## config.mk

```make
export PLATFORM = sky130hd
export DESIGN_NAME = int_bus_arbiter
export DESIGN_NICKNAME = d
export VERILOG_FILES = /design/src/rtl/int_bus_arbiter_pkg.sv /design/src/rtl/int_bus_pick.sv /design/src/rtl/int_bus_arbiter.sv
export SDC_FILE = /design/constraint.sdc
export NUM_CORES = 1
export LEC_CHECK = 0
export BUFFER_PORTS_ARGS = -buffer_cell sky130_fd_sc_hd__buf_2
export CAP_MARGIN = 15
export CORE_ASPECT_RATIO = 1.1
export CORE_MARGIN = 5
export CORE_UTILIZATION = 45
export DETAILED_ROUTE_END_ITERATION = 12
export PLACE_DENSITY = 0.9
export SLEW_MARGIN = 20
export SYNTH_ARGS = -nofsm -noshare
export SYNTH_HDL_FRONTEND = slang
export SYNTH_SLANG_ARGS = --single-unit
export TNS_END_PERCENT = 1
```

## constraint.sdc

```tcl
create_clock -name clock -period 1.7 [get_ports clock]
set_input_delay 0.085 -clock clock [delete_from_list [all_inputs] [get_ports clock]]
set_output_delay 0.085 -clock clock [all_outputs]
set_load 0.01 [all_outputs]
```

## src/rtl/int_bus_arbiter_pkg.sv

```systemverilog
// Shared definitions for the two-master register-file bus arbiter:
// FSM state encodings, picker mode and default bus widths.
package int_bus_arbiter_pkg;
  localparam int AW_DEF = 16;
  localparam int DW_DEF = 8;
  localparam int CNT_W  = 3;  // wide enough for RD_LAT up to 4

  typedef enum logic [1:0] {
    ST_IDLE  = 2'd0,
    ST_ISSUE = 2'd1,
    ST_WAIT  = 2'd2,
    ST_ACK   = 2'd3
  } state_t;

  typedef enum logic {
    PICK_FIXED = 1'b0,
    PICK_RR    = 1'b1
  } pick_mode_t;
endpackage

```

## src/rtl/int_bus_pick.sv

```systemverilog
// Combinational 2-way picker: a lone request wins; on a tie, round-robin mode
// grants the master that was not served last, fixed mode always grants master 0.
module int_bus_pick
  import int_bus_arbiter_pkg::*;
(
  input  logic [1:0] req,
  input  logic       last,
  input  pick_mode_t mode,
  output logic       gnt_vld,
  output logic       winner
);
  always_comb begin
    gnt_vld = |req;
    winner  = 1'b0;
    case (req)
      2'b10:   winner = 1'b1;
      2'b11:   winner = (mode == PICK_RR) ? ~last : 1'b0;
      default: winner = 1'b0;
    endcase
  end
endmodule

```

## src/rtl/int_bus_arbiter.sv

```systemverilog
// Two-master req/ack arbiter for the internal register-file bus.
// Define INT_ARB_ROUND_ROBIN_EN for round-robin ties; otherwise master 0 has priority.
module int_bus_arbiter
  import int_bus_arbiter_pkg::*;
#(
  parameter int AW     = AW_DEF,
  parameter int DW     = DW_DEF,
  parameter int RD_LAT = 1
) (
  input  logic          clock,
  input  logic          reset,
  input  logic          m0_req,
  input  logic          m0_we,
  input  logic [AW-1:0] m0_addr,
  input  logic [DW-1:0] m0_wdata,
  output logic          m0_ack,
  output logic [DW-1:0] m0_rdata,
  input  logic          m1_req,
  input  logic          m1_we,
  input  logic [AW-1:0] m1_addr,
  input  logic [DW-1:0] m1_wdata,
  output logic          m1_ack,
  output logic [DW-1:0] m1_rdata,
  output logic [AW-1:0] int_address,
  output logic [DW-1:0] int_wr_data,
  output logic          int_write,
  output logic          int_read,
  input  logic [DW-1:0] int_rd_data,
  output logic          busy,
  output logic          owner
);
  logic [1:0]         req;
  logic [1:0]         we;
  logic [1:0][AW-1:0] addr;
  logic [1:0][DW-1:0] wdata;
  logic [1:0]         ack;
  logic [1:0][DW-1:0] rdata;

  assign req      = {m1_req, m0_req};
  assign we       = {m1_we, m0_we};
  assign addr     = {m1_addr, m0_addr};
  assign wdata    = {m1_wdata, m0_wdata};
  assign m0_ack   = ack[0];
  assign m1_ack   = ack[1];
  assign m0_rdata = rdata[0];
  assign m1_rdata = rdata[1];

  state_t           state, state_nxt;
  logic [CNT_W-1:0] cnt, cnt_nxt;
  logic             cur_we;
  logic             last;
  logic             gnt_vld;
  logic             winner;

`ifdef INT_ARB_ROUND_ROBIN_EN
  localparam pick_mode_t MODE = PICK_RR;
  // Reset to 1 so master 0 takes the first tie.
  always_ff @(posedge clock) begin
    if (reset)                          last <= 1'b1;
    else if (state == ST_IDLE && gnt_vld) last <= winner;
  end
`else
  localparam pick_mode_t MODE = PICK_FIXED;
  assign last = 1'b1;
`endif

  int_bus_pick u_pick (
    .req     (req),
    .last    (last),
    .mode    (MODE),
    .gnt_vld (gnt_vld),
    .winner  (winner)
  );

  always_comb begin
    state_nxt = state;
    cnt_nxt   = cnt;
    case (state)
      ST_IDLE:  if (gnt_vld) state_nxt = ST_ISSUE;
      ST_ISSUE: begin
        if (cur_we) state_nxt = ST_ACK;
        else begin
          state_nxt = ST_WAIT;
          cnt_nxt   = CNT_W'(RD_LAT);
        end
      end
      ST_WAIT: begin
        cnt_nxt = cnt - CNT_W'(1);
        if (cnt == CNT_W'(1)) state_nxt = ST_ACK;
      end
      ST_ACK:   state_nxt = ST_IDLE;
      default:  state_nxt = ST_IDLE;
    endcase
  end

  // Outputs are registered from the next state so strobes line up with ISSUE
  // and acks with ACK.
  always_ff @(posedge clock) begin
    if (reset) begin
      state       <= ST_IDLE;
      cnt         <= '0;
      cur_we      <= 1'b0;
      ack         <= '0;
      rdata       <= '0;
      int_address <= '0;
      int_wr_data <= '0;
      int_write   <= 1'b0;
      int_read    <= 1'b0;
      busy        <= 1'b0;
      owner       <= 1'b0;
    end else begin
      state     <= state_nxt;
      cnt       <= cnt_nxt;
      busy      <= (state_nxt != ST_IDLE);
      int_write <= 1'b0;
      int_read  <= 1'b0;
      ack       <= '0;
      if (state == ST_IDLE && gnt_vld) begin
        owner       <= winner;
        cur_we      <= we[winner];
        int_address <= addr[winner];
        int_wr_data <= wdata[winner];
        int_write   <= we[winner];
        int_read    <= ~we[winner];
      end
      if (state == ST_WAIT && cnt == CNT_W'(1)) rdata[owner] <= int_rd_data;
      if (state_nxt == ST_ACK) ack[owner] <= 1'b1;
    end
  end
endmodule
```

# After elaboration in Yosys (flattened, before gate mapping)
# Index checks and enable logic that the tools add are counted.
# totals
inputBits	62
out_inout_bits	46
regBits	52
elab_cells	54
# op_classes
eq_ne	7
mux	18
n_addsub	1
n_lt_le_gt_ge	3
bitwise_logic	3
reduce_logical	10
# op_table
op	n
$mux 16	2
$mux 8	3
$bwmux 16	1
$demux 8 s1	1
$eq 2x2->1 const B	4
$pmux 2 s4	1
$pmux 3 s2	1
$reduce_or 2->1	3
$mux 1	5
$lt 1x2->1 const B	2
$mux 2	2
$reduce_bool 2->1	2
$eq 3x1->1 const B	1
$logic_and 1x1->1	3
$mux 3	1
$not 1->1	3
$sub 3x1->3 const B	1
$eq 2x1->1 const B	1
$logic_not 2->1	1
$ne 2x2->1 const B	1
$reduce_and 2->1	1
$demux 1 s1	1
$ge 1x1->1 const B	1

# Depth between registers and ports, before layout
# Gate-level depths: netlist of run 1.
# depth
depth_word	6
mapped_depth	7
mapped_depth_nobuf	5

# By module
# Synthesis of run 1 repeated with hierarchy kept, for this count alone.
# unflattened
cells_unflattened	238
area_unflattened_um2	2306.0
# by_module_without_submodules
mod	seq_area_each_um2	area_each_um2	n_inst	cells_each
int_bus_arbiter	1041.0	2285.9	1	235
int_bus_pick	0.0	20.0	1	3

# Worst setup path before layout of run 1
# Ideal clock, no wire load.
# synth_timing
path_kind	register to register
start	reg state[0]
end	reg rdata (netlist bit m0_rdata[0])
setup_time_ns	0.128
path_slack_ns	0.271
required_time_ns	1.572
synth_period_minus_slack_ns	1.429
path_buffers	2
stages_incl_launch_ff	8
t_arrival_ns	1.302
cell_sequence	dfxtp_1 inv_1 ha_1 buf_2 and4bb_1 buf_2 mux2i_1 nor2_1
# synth_between
elab_chain_cells	2
# synth_rtl
element	line_no	source
start: declaration	int_bus_arbiter.sv:48	state_t state, state_nxt;
start signal: assignment	int_bus_arbiter.sv:112	state <= state_nxt;
$eq 2x2->1	int_bus_arbiter.sv:126	if (state == ST_WAIT && cnt == CNT_W'(1)) rdata[owner] <= int_rd_data;
$logic_and 1x1->1	int_bus_arbiter.sv:126	
end signal: indexed assignment	int_bus_arbiter.sv:126	
end: declaration	int_bus_arbiter.sv:37	logic [1:0][DW-1:0] rdata;
# No other way between the ends.
# A chain may end at the register's enable or synchronous reset.

# Worst setup path in the final report of run 1
# layout_timing
start	reg state[0]
end	reg rdata (netlist bit m0_rdata[4])
# Same word-level chain as after synthesis.

==> impl_metrics.toml, run 1 <==
[timing]
finalCritPeriodShare = 0.9228
period_minus_slack_ns = 1.569
maxSlewHeadroom = 0.6984
fin_setup_tns_ns = 0
setup_viol = 0
rsz0062_at_grt = "false"
fmax_mhz = 637.5
holdWs_ns = 0.01441
tightest_slew_ns = 0.4524
slew_viol_final = 0
skew_ns = 0.003217
setup_ws_ns = 0.1313
hold_violations = 0

[worst_setup_path]
startpoint_type = "register"
r2r_cells = 6
cp_max_fo = 8
critPathMaxStageDelay_ns = 0.35
critPathSlowestCell = "dfxtp_1"
required_ns = 1.88
worstReg2RegEnd = "m0_rdata[4]$_SDFFE_PP0P_"
r2r_slack_ns = 0.13
critical_path_class = "register to register"
r2r-start = "state[0]$_SDFF_PP0_"
cp.arrival_ns = 1.75
path_cells = "inv_1 > ha_1 > and4bb_1 > buf_4 > mux2i_1 > nor2_1"
cp-end-kind = "register"

[layout]
final_cell_count_no_fill = 392
diodes = 0
stdcell_area_um2 = 2949
fillers = 388
drive_gt1_frac = 0.3542
area_delta_synth_final_pct = 32.56
fin_nets = 403

[clocking]
cts_tree = "done"
cts_buffers = 5
post_cts_resized = 0
htreeDepth = 2
cts_setup_buffers = 0
cts_buffer_depth = 2
cts-root-buf = "clkbuf_8"
path_clk_slew_ns = 0.09
clkSinkCount = 52
clkLatencyLatePin_ns = 0.29

[detailed_routing]
drt_iter0_markers = 85
wl_um = 4960
vias = 1956
avgRoutedWirePerCell_um = 12.65
dr.pass1.iters = 4
viasPerCell = 4.990
drtAntennaViolNets = 0
drc = 0

[placed_design]
place_ws_ns = 0.1807
place_inst = 383
port_buffers = 107
place_area_um2 = 2780
routabilityCongestion = 0.7095
dp.final_hpwl_um = 3832

[run]
cap_violations = 0

[logic_synthesis]
synth.area.top_cells = "dfxtp_1, mux2i_1, a211oi_1, nor2_1, ha_1"
ys.warnings.count = 0
synth_area_per_cell_um2 = 9.589
synth-seq-area-share = 0.4679
synth_area_um2 = 2225
ys_types = 28
synth_area_leader_cell = "dfxtp_1"
synth_top_area_share = 0.4679
ys_seq_elements = 52
syn-num-nets = 300
syn-instance-count = 232

[global_route]
grt.total_usage = 0.1603
first_global_vias = 2009
grt_pass1_wl_um = 8714
overflow = 0
antenna_found_initial = 0
grt_start_max_net_pins = 51

[hold_path]
whs_endpoint = "owner$_SDFFE_PP0P_"
worstHoldStart = "m0_req"
hold_depth = 2
hp-class = "input port to register"

[die]
core_um2 = 4717
die_x_um = 77.04
num_io_pins = 108
fp-row-count = 26
die_h_um = 83.74
die_area_um2 = 6451
start_util = 0.4716

[power]
leakagePower_nw = 1.458
ir_worst_vdd_v = 0.0007027
powerDensity_nw_per_um2 = 1551

[status]
outcome = "finished clean"
## layout make-up
cell class | count | area (um2) | area share
Multi-Input combinational cell | 159 | 1060 | 0.3594
Sequential cell | 52 | 1041 | 0.3530
Timing Repair Buffer | 112 | 600.6 | 0.2036
Clock inverter | 3 | 90.09 | 0.03055
Tap cell | 56 | 70.07 | 0.02376
Clock buffer | 5 | 68.82 | 0.02333
Inverter | 5 | 18.77 | 0.006364
## report_power, final
part	switching [W]	internal (W)
Combinational	0.000960	0.000742
Sequential	0.000182	0.00156
Clock	0.000390	0.000735
Total	0.00153	0.00304
## cell usage after synthesis (all sizes together)
library cell / instances
o21ai: 5
a311oi: 1
and4bb: 1
nor2b: 5
a21oi: 13
and4b: 1
nor2: 35
buf: 7
nor3b: 1
or4b: 1
nand3b: 1
nand2b: 3
o21a: 2
and2: 1
clkbuf: 9
ha: 6
dfxtp: 52
inv: 5
nand4b: 1
nor3: 2
o21bai: 1
mux2i: 33
a2111oi: 1
nand2: 18
a211oi: 27
## layout by cell type (no fill, tap or decap)
cell type	instances
a2111oi_0	1
a211oi_1	27
a21oi_1	13
a311oi_1	1
and2_1	1
and4b_1	1
and4bb_1	1
buf_12	2
buf_2	107
buf_4	2
bufinv_16	3
clkbuf_8	5
dfxtp_1	52
dlygate4sd3_1	1
ha_1	6
inv_1	5
mux2i_1	33
nand2_1	18
nand2b_1	3
nand3b_1	1
nand4b_1	1
nor2_1	35
nor2b_1	5
nor3_1	2
nor3b_1	1
o21a_1	2
o21ai_0	3
o21ai_1	2
o21bai_1	1
or4b_1	1
## routing by layer
layer,track usage,vias to the layer above,wire (um)
li1,-,1019,-
met1,0.1717,853,1969
met2,0.2927,77,2482
met3,0.05508,7,443
met4,0.04844,0,65
met5,0,-,0
## flip-flops by register name (all words and copies together) (netlist names)
register,cells
int_address,16
m1_rdata,8
m0_rdata,8
busy,1
int_write,1
cnt,3
int_wr_data,8
ack,2
int_read,1
state,2
cur_we,1
owner,1
## stage by stage
stage	utilization	power (W)
finish	0.6252	0.004574
global route	0.6252	0.004927
CTS	0.6231	0.004624
detailed placement	0.5894	0.003469
global placement	0.5894	0.003409
floorplan	-	0.002888
## worst max-delay path by stage
stage	start	endpoint	depth (start not counted)
after floorplan	state[0]$_SDFF_PP0_	m0_rdata[0]$_SDFFE_PP0P_	7
after global placement	state[0]$_SDFF_PP0_	m0_rdata[6]$_SDFFE_PP0P_	6
after CTS	state[0]$_SDFF_PP0_	m0_rdata[5]$_SDFFE_PP0P_	6
final	state[0]$_SDFF_PP0_	m0_rdata[4]$_SDFFE_PP0P_	6
after global routing	state[0]$_SDFF_PP0_	m0_rdata[6]$_SDFFE_PP0P_	6
after detailed placement	state[0]$_SDFF_PP0_	m0_rdata[6]$_SDFFE_PP0P_	6
## what timing repair did
item | CTS | global route
hold buffers | 0 | 1
setup endpoints to repair | 0 | 0
endpoints found under the hold margin | 0 | 1
## worst max-delay path, delay by kind of cell (launching register included)
family,cells,cell delay (ns)
AND/OR/NAND/NOR,2,0.29
flip-flops,1,0.35
adder cells (fa/ha/maj),1,0.31
buffers and inverters,2,0.30
multiplexers,1,0.20
## cell families after synthesis
family | synth area share
compound gates | 0.1496
fa+ha+maj | 0.03374
buf+inv | 0.05568
flops | 0.4679
mux | 0.1485
simple gates | 0.1445
Note: power is estimated with default switching activity, not from simulation.
==> run 2: changes to the inputs <==
- CORE_UTILIZATION: 45 -> 46
- PLACE_DENSITY: 0.9 -> 0.92
==> run 2 against run 1 <==
Net effect: critical path type unchanged; die area fell by 1.9%; hold slack better by 0.0070 ns; register-to-register slack about the same; via count is 0.72% higher; combinational power about the same; sequential power hardly changed.
==> impl_metrics.toml, run 2 (synthesis gave the netlist of run 1 again) <==
[status]
outcome = "finished clean"

[worst_setup_path]
path_cells = "inv_1 > ha_1 > and4bb_1 > buf_4 > mux2i_1 > nor2_1"
critPathMaxStageDelay_ns = 0.35
cp.arrival_ns = 1.76
required_ns = 1.88
startpoint_type = "register"
cp_max_fo = 8
critPathSlowestCell = "dfxtp_1"
r2r_slack_ns = 0.13
critical_path_class = "register to register"
cp-end-kind = "register"
r2r_cells = 6

[die]
die_h_um = 82.94
die_area_um2 = 6328
core_um2 = 4684
num_io_pins = 108
start_util = 0.4749
die_x_um = 76.31
fp-row-count = 26

[layout]
mostFrequentLayoutCell = "buf_2"
drive_gt1_frac = 0.3571
top_register = "int_address"
fin_nets = 403
largest_reg_flops = 16
most-common-layout-cells = "buf_2, dfxtp_1, nor2_1"
diodes = 0
area_delta_synth_final_pct = 31.89

[clocking]
cts-root-buf = "clkbuf_8"
cts_tree = "done"
cts_buffer_depth = 2
cts_setup_buffers = 0
post_cts_resized = 0
htreeDepth = 2
postCtsHoldBufs = 0
clkSinkCount = 52
path_clk_slew_ns = 0.09
clkLatencyLatePin_ns = 0.30
cts_buffers = 5

[power]
leakagePower_nw = 1.453
powerDensity_nw_per_um2 = 1563
ir_worst_vdd_v = 0.0008223

[timing]
setup_viol = 0
slew_viol_final = 0
finalCritPeriodShare = 0.9256
tightest_slew_ns = 0.5489
hold_violations = 0
maxSlewHeadroom = 0.6341
fmax_mhz = 635.5
fin_setup_tns_ns = 0
period_minus_slack_ns = 1.574
rsz0062_at_grt = "false"
setup_ws_ns = 0.1265
skew_ns = 0.006504

[detailed_routing]
vias = 1970
avgRoutedWirePerCell_um = 13.28
wl_um = 5204
dr.pass1.iters = 4
drc = 0
drtAntennaViolNets = 0
drt_iter0_markers = 135
viasPerCell = 5.026

[global_route]
grt_pass1_wl_um = 8652
grt_start_max_net_pins = 51
overflow = 0
first_global_vias = 1927
antenna_found_initial = 0
grt.total_usage = 0.1636

[placed_design]
place_ws_ns = 0.1474
dp.final_hpwl_um = 4036
routabilityCongestion = 0.7615
port_buffers = 107

[hold_path]
hold_depth = 3
hp-class = "input port to register"

[run]
cap_violations = 0
==> run 2: changes by cell type in the layout (fill, tap and decap cells not counted) <==
| cell | previous run | this run |
|---|---|---|
| dlygate4sd3_1 | 1 | 0 |
| buf_4 | 2 | 4 |
| buf_12 | 2 | 1 |
==> run 2: layout make-up <==
| class | instances | area, um2 |
|---|---|---|
| sequential | 52 | 1041 |
| fill | 411 | 1750 |
| timing repair buffer | 112 | 585.6 |
| clock buffer | 5 | 68.82 |
| clock inverter | 3 | 90.09 |
| inverter | 5 | 18.77 |
| tap | 56 | 70.07 |
| multi-input combinational | 159 | 1060 |
==> run 2: power breakdown <==
part	switching (W)	internal [W]
Combinational	0.000965	0.000741
Sequential	0.000181	0.00156
Clock	0.000399	0.000735
==> run 2: critical path, delay by kind of cell, from the launching register on <==
family | cells | cell delay [ns]
adder cells (fa/ha/maj) | 1 | 0.31
buffers and inverters | 2 | 0.31
flip-flops | 1 | 0.35
AND/OR/NAND/NOR | 2 | 0.27
multiplexers | 1 | 0.21
==> run 2: per-stage QoR <==
step / instance area [um2] / hold slack, ns / std cells / total power (W) / util
2_1_floorplan: 2225 / 0.1678 / 232 / 0.002888 / -
3_3_place_gp: 2775 / 0.3378 / 384 / 0.003408 / 0.5924
3_5_place_dp: 2775 / 0.3442 / 384 / 0.003484 / 0.5924
4_1_cts: 2934 / 0.009427 / 392 / 0.004640 / 0.6263
5_1_grt: 2934 / 0.001631 / 392 / 0.004926 / 0.6263
6_report: 2934 / 0.02146 / 392 / 0.004586 / 0.6263
==> run 2: final timing paths <==
kind,start,to
max,state[0]$_SDFF_PP0_,m0_rdata[2]$_SDFFE_PP0P_
min,int_rd_data[0],m1_rdata[0]$_SDFFE_PP0P_
max reg2reg,state[0]$_SDFF_PP0_,m0_rdata[2]$_SDFFE_PP0P_
min reg2reg,m1_rdata[2]$_SDFFE_PP0P_,m1_rdata[2]$_SDFFE_PP0P_
==> run 2: layer usage <==
metal,up-vias,share of wire,global-route usage
met1,865,0.39,0.1836
li1,1020,-,-
met3,8,0.095,0.06602
met5,-,0,0
met4,0,0.013,0.04769
met2,77,0.50,0.2827
